### src/rtl/data_mem_ctrl.sv
// rtl/data_mem_ctrl.sv - byte-addressed data memory with handshake and clear sequencer
//
// Purpose: MEM-stage data memory. Supports word and byte loads/stores, sign or
// zero extension on byte loads, and misaligned word detection. Responses come
// one cycle after a request is accepted. A sequencer zeroes every word after
// reset or on a clear request.
//
// Ports:
//   clk        : clock, rising edge
//   rst_n      : asynchronous active-low reset
//   clear      : request to re-zero the array (pulse)
//   req_valid  : request present
//   req_ready  : request accepted when req_valid & req_ready at a rising edge
//   req_write  : 1 = store, 0 = load
//   req_byte   : 1 = byte access, 0 = word access
//   req_signed : byte load extension select (1 = sign, 0 = zero)
//   address    : byte address
//   writedata  : store data; byte stores use writedata[7:0]
//   rsp_valid  : one-cycle response pulse per accepted request
//   readdata   : load result; 0 for stores and errored accesses
//   rsp_err    : response was a misaligned word access
//   init_busy  : clear sequence in progress
module data_mem_ctrl #(
  parameter int DATA_W = 16,
  parameter int DEPTH  = 256,
  parameter int ADDR_W = 16
) (
  input  logic              clk,
  input  logic              rst_n,
  input  logic              clear,
  input  logic              req_valid,
  output logic              req_ready,
  input  logic              req_write,
  input  logic              req_byte,
  input  logic              req_signed,
  input  logic [ADDR_W-1:0] address,
  input  logic [DATA_W-1:0] writedata,
  output logic              rsp_valid,
  output logic [DATA_W-1:0] readdata,
  output logic              rsp_err,
  output logic              init_busy
);

  localparam int BYTES = DATA_W / 8;
  localparam int BO    = $clog2(BYTES);
  localparam int IW    = $clog2(DEPTH);

  typedef enum logic {
    ST_INIT = 1'b0,
    ST_RUN  = 1'b1
  } state_e;

  state_e            state_q, state_d;
  logic [IW-1:0]     cnt_q, cnt_d;
  logic              rsp_valid_q, rsp_valid_d;
  logic              rsp_err_q, rsp_err_d;
  logic [DATA_W-1:0] readdata_q, readdata_d;

  logic [DATA_W-1:0] mem_q [DEPTH];

  logic [IW-1:0]     idx;
  logic [BO-1:0]     lane;
  logic              accept;
  logic              misaligned;
  logic [DATA_W-1:0] rd_word;
  logic [7:0]        rd_byte;
  logic [DATA_W-1:0] load_data;
  logic              unused_addr;

  // Address bits above the word index are ignored, so the array wraps.
  assign idx         = address[BO+IW-1:BO];
  assign lane        = address[BO-1:0];
  assign unused_addr = ^address;

  assign req_ready  = (state_q == ST_RUN) & ~clear;
  assign init_busy  = (state_q == ST_INIT);
  assign accept     = req_valid & req_ready;
  assign misaligned = ~req_byte & (lane != '0);

  // Reading the array before the edge gives the contents as of the accept
  // edge; a store on the previous edge is already visible here.
  assign rd_word   = mem_q[idx];
  assign rd_byte   = rd_word[{lane, 3'b000} +: 8];
  assign load_data = req_byte ? {{(DATA_W-8){req_signed & rd_byte[7]}}, rd_byte}
                              : rd_word;

  always_comb begin
    state_d     = state_q;
    cnt_d       = cnt_q;
    rsp_valid_d = accept;
    rsp_err_d   = accept & misaligned;
    readdata_d  = readdata_q;

    case (state_q)
      ST_INIT: begin
        if (clear) begin
          cnt_d = '0;
        end else if (cnt_q == IW'(DEPTH - 1)) begin
          state_d = ST_RUN;
          cnt_d   = '0;
        end else begin
          cnt_d = cnt_q + IW'(1);
        end
      end
      default: begin
        if (clear) begin
          state_d = ST_INIT;
          cnt_d   = '0;
        end
      end
    endcase

    if (accept) begin
      readdata_d = (misaligned | req_write) ? '0 : load_data;
    end
  end

  always_ff @(posedge clk or negedge rst_n) begin
    if (!rst_n) begin
      state_q     <= ST_INIT;
      cnt_q       <= '0;
      rsp_valid_q <= 1'b0;
      rsp_err_q   <= 1'b0;
      readdata_q  <= '0;
    end else begin
      state_q     <= state_d;
      cnt_q       <= cnt_d;
      rsp_valid_q <= rsp_valid_d;
      rsp_err_q   <= rsp_err_d;
      readdata_q  <= readdata_d;
    end
  end

  // The array has no reset; the INIT sequence is what zeroes it.
  always_ff @(posedge clk) begin
    if (state_q == ST_INIT) begin
      mem_q[cnt_q] <= '0;
    end else if (accept & req_write & ~misaligned) begin
      if (req_byte) begin
        mem_q[idx][{lane, 3'b000} +: 8] <= writedata[7:0];
      end else begin
        mem_q[idx] <= writedata;
      end
    end
  end

  assign rsp_valid = rsp_valid_q;
  assign rsp_err   = rsp_err_q;
  assign readdata  = readdata_q;

endmodule

### config.mk
export PLATFORM = sky130hd
export DESIGN_NAME = data_mem_ctrl
export DESIGN_NICKNAME = d
export VERILOG_FILES = /design/src/rtl/data_mem_ctrl.sv
export SDC_FILE = /design/constraint.sdc
export NUM_CORES = 2
export LEC_CHECK = 0
export CORE_ASPECT_RATIO = 1.25
export CORE_MARGIN = 2
export CORE_UTILIZATION = 35
export DETAILED_ROUTE_END_ITERATION = 6
export GPL_ROUTABILITY_DRIVEN = 0
export PLACE_DENSITY_LB_ADDON = 0.3
export SYNTH_ARGS = -nofsm -noshare
export SYNTH_HDL_FRONTEND = slang
export SYNTH_SLANG_ARGS = --single-unit
export TNS_END_PERCENT = 30
### constraint.sdc
create_clock -name clk -period 22.7 [get_ports clk]
set_input_delay 4.54 -clock clk [delete_from_list [all_inputs] [get_ports clk]]
set_output_delay 4.54 -clock clk [all_outputs]
set_load 0.01 [all_outputs]
---- Word level (Yosys, flattened, before mapping) ----
Memories as Yosys holds them, arrays and structs flattened.
Cells that the tools add are included.
cells by class
  magnitude comparators ................... 0
  bitwise gates (word level) .............. 28
  divide/modulo/power cells ............... 0
  equal/unequal tests ..................... 2
  reductions and logical operators ........ 1
  $mul .................................... 0
  muxes and demuxes ....................... 38
  shifts and indexed selects .............. 3
  $add $sub $neg .......................... 2
operator list
  cell                      count
  $mux W16                  5
  $mux W8                   5
  $mux W1                   28
  $or A1 B1 Y1              17
  $reduce_or A16 Y1         1
  $shift A8 B6 Y16 const A  1
  $shiftx A16 B5 Y8         1
  $shiftx A8 B6 Y16         1
  $add A8 B1 Y8 const B     1
  $eq A8 B8 Y1 const B      1
  $and A1 B1 Y1             7
  $neg A4 Y6                1
  $not A1 Y1                4
  $ne A2 B2 Y1 const B      1
word-level totals
  output and inout port bits .............. 20
  memories ................................ 1
  latch bits .............................. 0
  word-level logic and storage cells ...... 80
  ROM bits ................................ 0
  bits in writable memories ............... 4096
  bits in registers ....................... 27
memories
  name   words  bits a word  read ports  clocked after Yosys merged registers in  write ports  line  RTL
  mem_q  256    16           1           0                                        1            59    logic [DATA_W-1:0] mem_q [DEPTH];

---- Depth between registers and ports, before layout ----
  depth after elaboration ................. 11
  gate-level depth with buffers ........... 14
  mapped depth without buffers ............ 7

---- Least setup slack after synthesis ----
OpenSTA, ideal clock, no wires.
  path kind ............................... input-to-reg
  start ................................... input port clear
  end ..................................... memory mem_q[0][10], data pin
  slack ................................... 9981 ps
  buffers on the path ..................... 2
  stages .................................. 5
  setup time .............................. 1392 ps
  arrival time ............................ 11327 ps
  cell sequence ........................... clkbuf_1 > nor2b_1 > nand3_1 > clkbuf_1 > nor2_1
on the way
  longest elaborated chain between the ends .. 11
  elaborated cells on any way between the ends .. 30
  those cells by class .................... 8 x mux; 21 x bitwise; 1 x reduce/logical
RTL lines
  what                                                       line      RTL
  from (decl)                                                30        input logic clear,
  $not A1 Y1 (*)                                             75        assign req_ready = (state_q == ST_RUN) & ~clear;
  $and A1 B1 Y1 (*)                                          75
  net req_ready                                              32        output logic req_ready,
  $and A1 B1 Y1 (*)                                          77        assign accept = req_valid & req_ready;
  $and A1 B1 Y1 (*) (2 in series)                            138       end else if (accept & req_write & ~misaligned) begin
  $mux W1                                                    138
  $mux W1                                                    136       if (state_q == ST_INIT) begin
  $mux W16 (implied by the code) or $mux W1 (tied branches)  140, 142
  $or A1 B1 Y1 (no source line)                              n/a
  $reduce_or A16 Y1 (no source line)                         n/a
  $mux W16 (no source line) (*)                              n/a
  to (decl)                                                  59
The timed path passes the listed nets; every way through them passes the cells marked *.

---- Worst setup path in the final report ----
  start ................................... input port clear
  end ..................................... output port req_ready
on the way
  longest elaborated chain between the ends .. 2
RTL lines
  what           line
  $not A1 Y1     75
  $and A1 B1 Y1  75
  to (decl)      32
Every way passes these cells.

==> flow_summary.json <==
{
  "peakVddDrop_mv": 0.0643,
  "cts.clk_slew.worst_paths_ns": 0.06,
  "multi_input_area_mm2": 0.0343,
  "p_total_mw": 15.2,
  "grt_pass1_vias": 78571,
  "htree_levels": 5,
  "p_comb_share_pct": 3.0,
  "busiest_layer": "met2",
  "post-cts-setup-buffers": 0,
  "final_max_slew_viol_count": 0,
  "swShare_pct": 21.1,
  "min_from": "readdata[13]",
  "synth_cell_types": 72,
  "num-nets-final": 7503,
  "synth_mux_area_share_pct": 16.4,
  "clkSinkCount": 4123,
  "drive_gt1_share_pct": 24.9,
  "crit_path_top_delay_cell": "nor2b_1",
  "area_delta_synth_final_pct": 12.5,
  "start_util_pct": 35.2,
  "yosys_register_bits": 4123,
  "fmax_mhz": 87.3,
  "grt_pass1_wl_um": 613000,
  "timing.rr.start": "state_q",
  "finish.utilization_pct": 39.6,
  "path_buf_inv": 2,
  "hold_path.class": "reg -> reg",
  "rows": 277,
  "synth-main-ff-cell": "edfxtp_1",
  "top_level_ports": 59,
  "via_count": 76560,
  "ff_latch_area_mm2": 0.124,
  "yosys.area.top_type": "edfxtp_1",
  "synth-simple-area-share_pct": 2.61,
  "rsz0062_at_grt": "no",
  "grt-ovfl-total": 0,
  "slew_headroom_pct": 9.34,
  "intPower_mw": 12.0,
  "use_met2_pct": 31.7,
  "yosysWarnings": 0,
  "grt_max_degree": 182,
  "crit_top_cell": "clkdlybuf4s50_1",
  "cp-end-kind": "primary output",
  "cp_cell_sequence": "clkdlybuf4s50_1, nor2b_1, clkdlybuf4s50_1",
  "async_flop_share_pct": 0.655,
  "hpwl_um": 266000,
  "postCtsHoldBufs": 0,
  "clk_latency_ns": 1.00,
  "worst_pin_slew_ns": 1.35,
  "synth_top_family_by_area": "multiplexers",
  "drv_cap": 0,
  "period_needed_ns": 11.45,
  "firstDrtPassIters": 6,
  "cp_top_family": "buffers and inverters",
  "synthCells": 7275,
  "p_leak_nw": 64.3,
  "gr-usage-all-layers_pct": 18.6,
  "cp-startpoint": "clear",
  "synth-edff-count": 4096,
  "worstPathRequired_ns": 18.16,
  "ys_seq_area_share_pct": 77.3,
  "postLayoutCellArea_mm2": 0.180,
  "avgSynthCellArea_um2": 22.0,
  "fillers": 40152,
  "synth.top_cells.by_area": "edfxtp_1 77%, mux4_2 15%, nor2_1 1.3%",
  "final_cells": 13796,
  "synth_xor_area_share_pct": 0.0219,
  "status": "finished clean",
  "synth_fa_ha_area_share_pct": 0.00782,
  "drt_iter0_markers": 7984,
  "drt-total-wl_um": 439000,
  "grt_use_met3_pct": 3.52,
  "cts_tree": "done",
  "cts_inserted_buffers": 395,
  "pwr-share-seq_pct": 54.2,
  "synth_compound_area_share_pct": 2.15,
  "synth_nets": 7315,
  "start_kind": "input pin",
  "core_area_mm2": 0.455,
  "synth_top_area_share_pct": 76.8,
  "die_x_um": 609,
  "p_sw_mw": 3.21,
  "cts_buffer_depth": 4,
  "vias_per_cell": 5.55,
  "cp.arrival_ns": 6.91,
  "final_antenna_net_count": 0,
  "setup_viol": 0,
  "drcViolationCount": 0,
  "wl_per_cell_um": 31.8,
  "clock_skew_ns": 0.111,
  "timing.final.crit_share_pct": 50.5,
  "antenna_found_initial": 20,
  "dpl_cell_area_mm2": 0.167,
  "netlist_area_mm2": 0.160,
  "path_class": "in -> out",
  "critPathMaxFanout": 9,
  "dp_cells": 13064,
  "power.density_mw_per_mm2": 84.5,
  "numPortBuffers": 51,
  "p_clk_share_pct": 42.8,
  "cts_root_buf": "clkbuf_16",
  "grtUsageMet1_pct": 23.2,
  "cts_resized": 0,
  "setup_tns_ns": 0,
  "cpPeakStageDelay_ns": 0.91,
  "fp.dieArea_mm2": 0.463,
  "finalHoldViolations": 0,
  "fp.dieH_um": 760
}
cell families (layout without fill, tap and decap cells):
group | Yosys count | after routing
flops | 4123 | 4123
xor+xnor | 4 | 4
simple gates | 967 | 967
mux | 1268 | 1268
buf+inv | 437 | 952
fa+ha+maj | 1 | 1
compound gates | 475 | 475
other cells | 0 | 8
layout make-up:
| cell class | instances | share of cell area, % |
|---|---|---|
| clock buffer | 482 | 5.75 |
| clock inverter | 242 | 1.28 |
| multi-input combinational | 2715 | 19.0 |
| antenna | 8 | 0.0111 |
| inverter | 11 | 0.0271 |
| timing repair buffer | 217 | 1.08 |
| tap | 5998 | 4.17 |
| sequential | 4123 | 68.7 |
routing by layer:
metal	routed length, µm	share of wire (%)
met5	50	0.011
met4	20100	4.6
met3	32000	7.3
met2	222000	51
met1	165000	38
worst min-delay path, delay by kind of cell (launching register included):
kind	cells	cell delay, ns
AO/OA/AOI/OAI	2	0.16
flip-flops	1	0.36
state kept, by name, indices dropped and copies added, names as in the netlist:
name / count
cnt_q: 8
rsp_valid: 1
mem_q: 4096
rsp_err: 1
readdata: 16
state_q: 1
cells in the mapped netlist (17+ instances only):
cell,instances
a22o_1,17
a21oi_1,72
o211ai_1,23
dfrtp_1,27
a22oi_1,132
mux2i_1,139
a211oi_1,25
mux2_2,59
nand2_1,144
a2111oi_0,24
edfxtp_1,4096
mux4_2,1056
nor2b_1,42
buf_1,27
nor2_1,574
buf_6,59
buf_2,87
o22ai_1,69
nor3_1,36
nor4_1,18
nand4_1,17
nand3_1,66
clkbuf_1,190
buf_4,51
per-stage QoR:
| stage | hold slack, ns | worst slack [ns] |
|---|---|---|
| floorplan | 0.506 | 9.98 |
| global placement | 0.535 | 11.46 |
| detailed placement | 0.530 | 11.46 |
| CTS | 0.543 | 11.45 |
| global route | 0.595 | 11.23 |
| finish | 0.558 | 11.25 |
final timing paths:
kind,to,slack [ns],depth (start not counted)
setup / recovery,req_ready,11.25,3
hold / removal,readdata[13],0.56,2
setup reg to reg,mem_q[1][6],16.99,8
hold reg to reg,readdata[13],0.56,2
max in group asynchronous,cnt_q[1],18.41,2
min in group asynchronous,rsp_valid,3.94,2
power groups by stage:
stage	Combinational, mW	Clock (mW)	Sequential (mW)
6_report	0.452	6.52	8.26
5_1_grt	0.464	6.90	8.25
4_1_cts	0.453	6.62	8.26
3_5_place_dp	0.452	0	8.42
3_3_place_gp	0.450	0	8.42
2_1_floorplan	0.270	0	8.42
placed cells by master (no fill, tap or decap), types with 18 or more instances in the layout:
cell type        netlist  final
mux2_2                59     59
a22oi_1              132    132
edfxtp_1            4096   4096
bufinv_16              0     32
nor3_1                36     34
nor2b_1               42     38
mux2i_1              139    139
buf_4                 51    153
a21oi_1               72     72
clkbuf_16              0    400
clkdlybuf4s50_1        0     45
a2111oi_0             24     23
nand3_1               66     50
a211oi_1              25     25
mux4_2              1056   1056
nor2_1               574    557
nor4_1                18     18
clkbuf_1             190     78
clkinvlp_4             0     19
nand2_1              144    140
o22ai_1               69     69
o211ai_1              23     23
clkinv_2               0     82
dfrtp_1               27     27
clkinv_1               1     78
No activity file was read; power rests on OpenSTA's default activity.
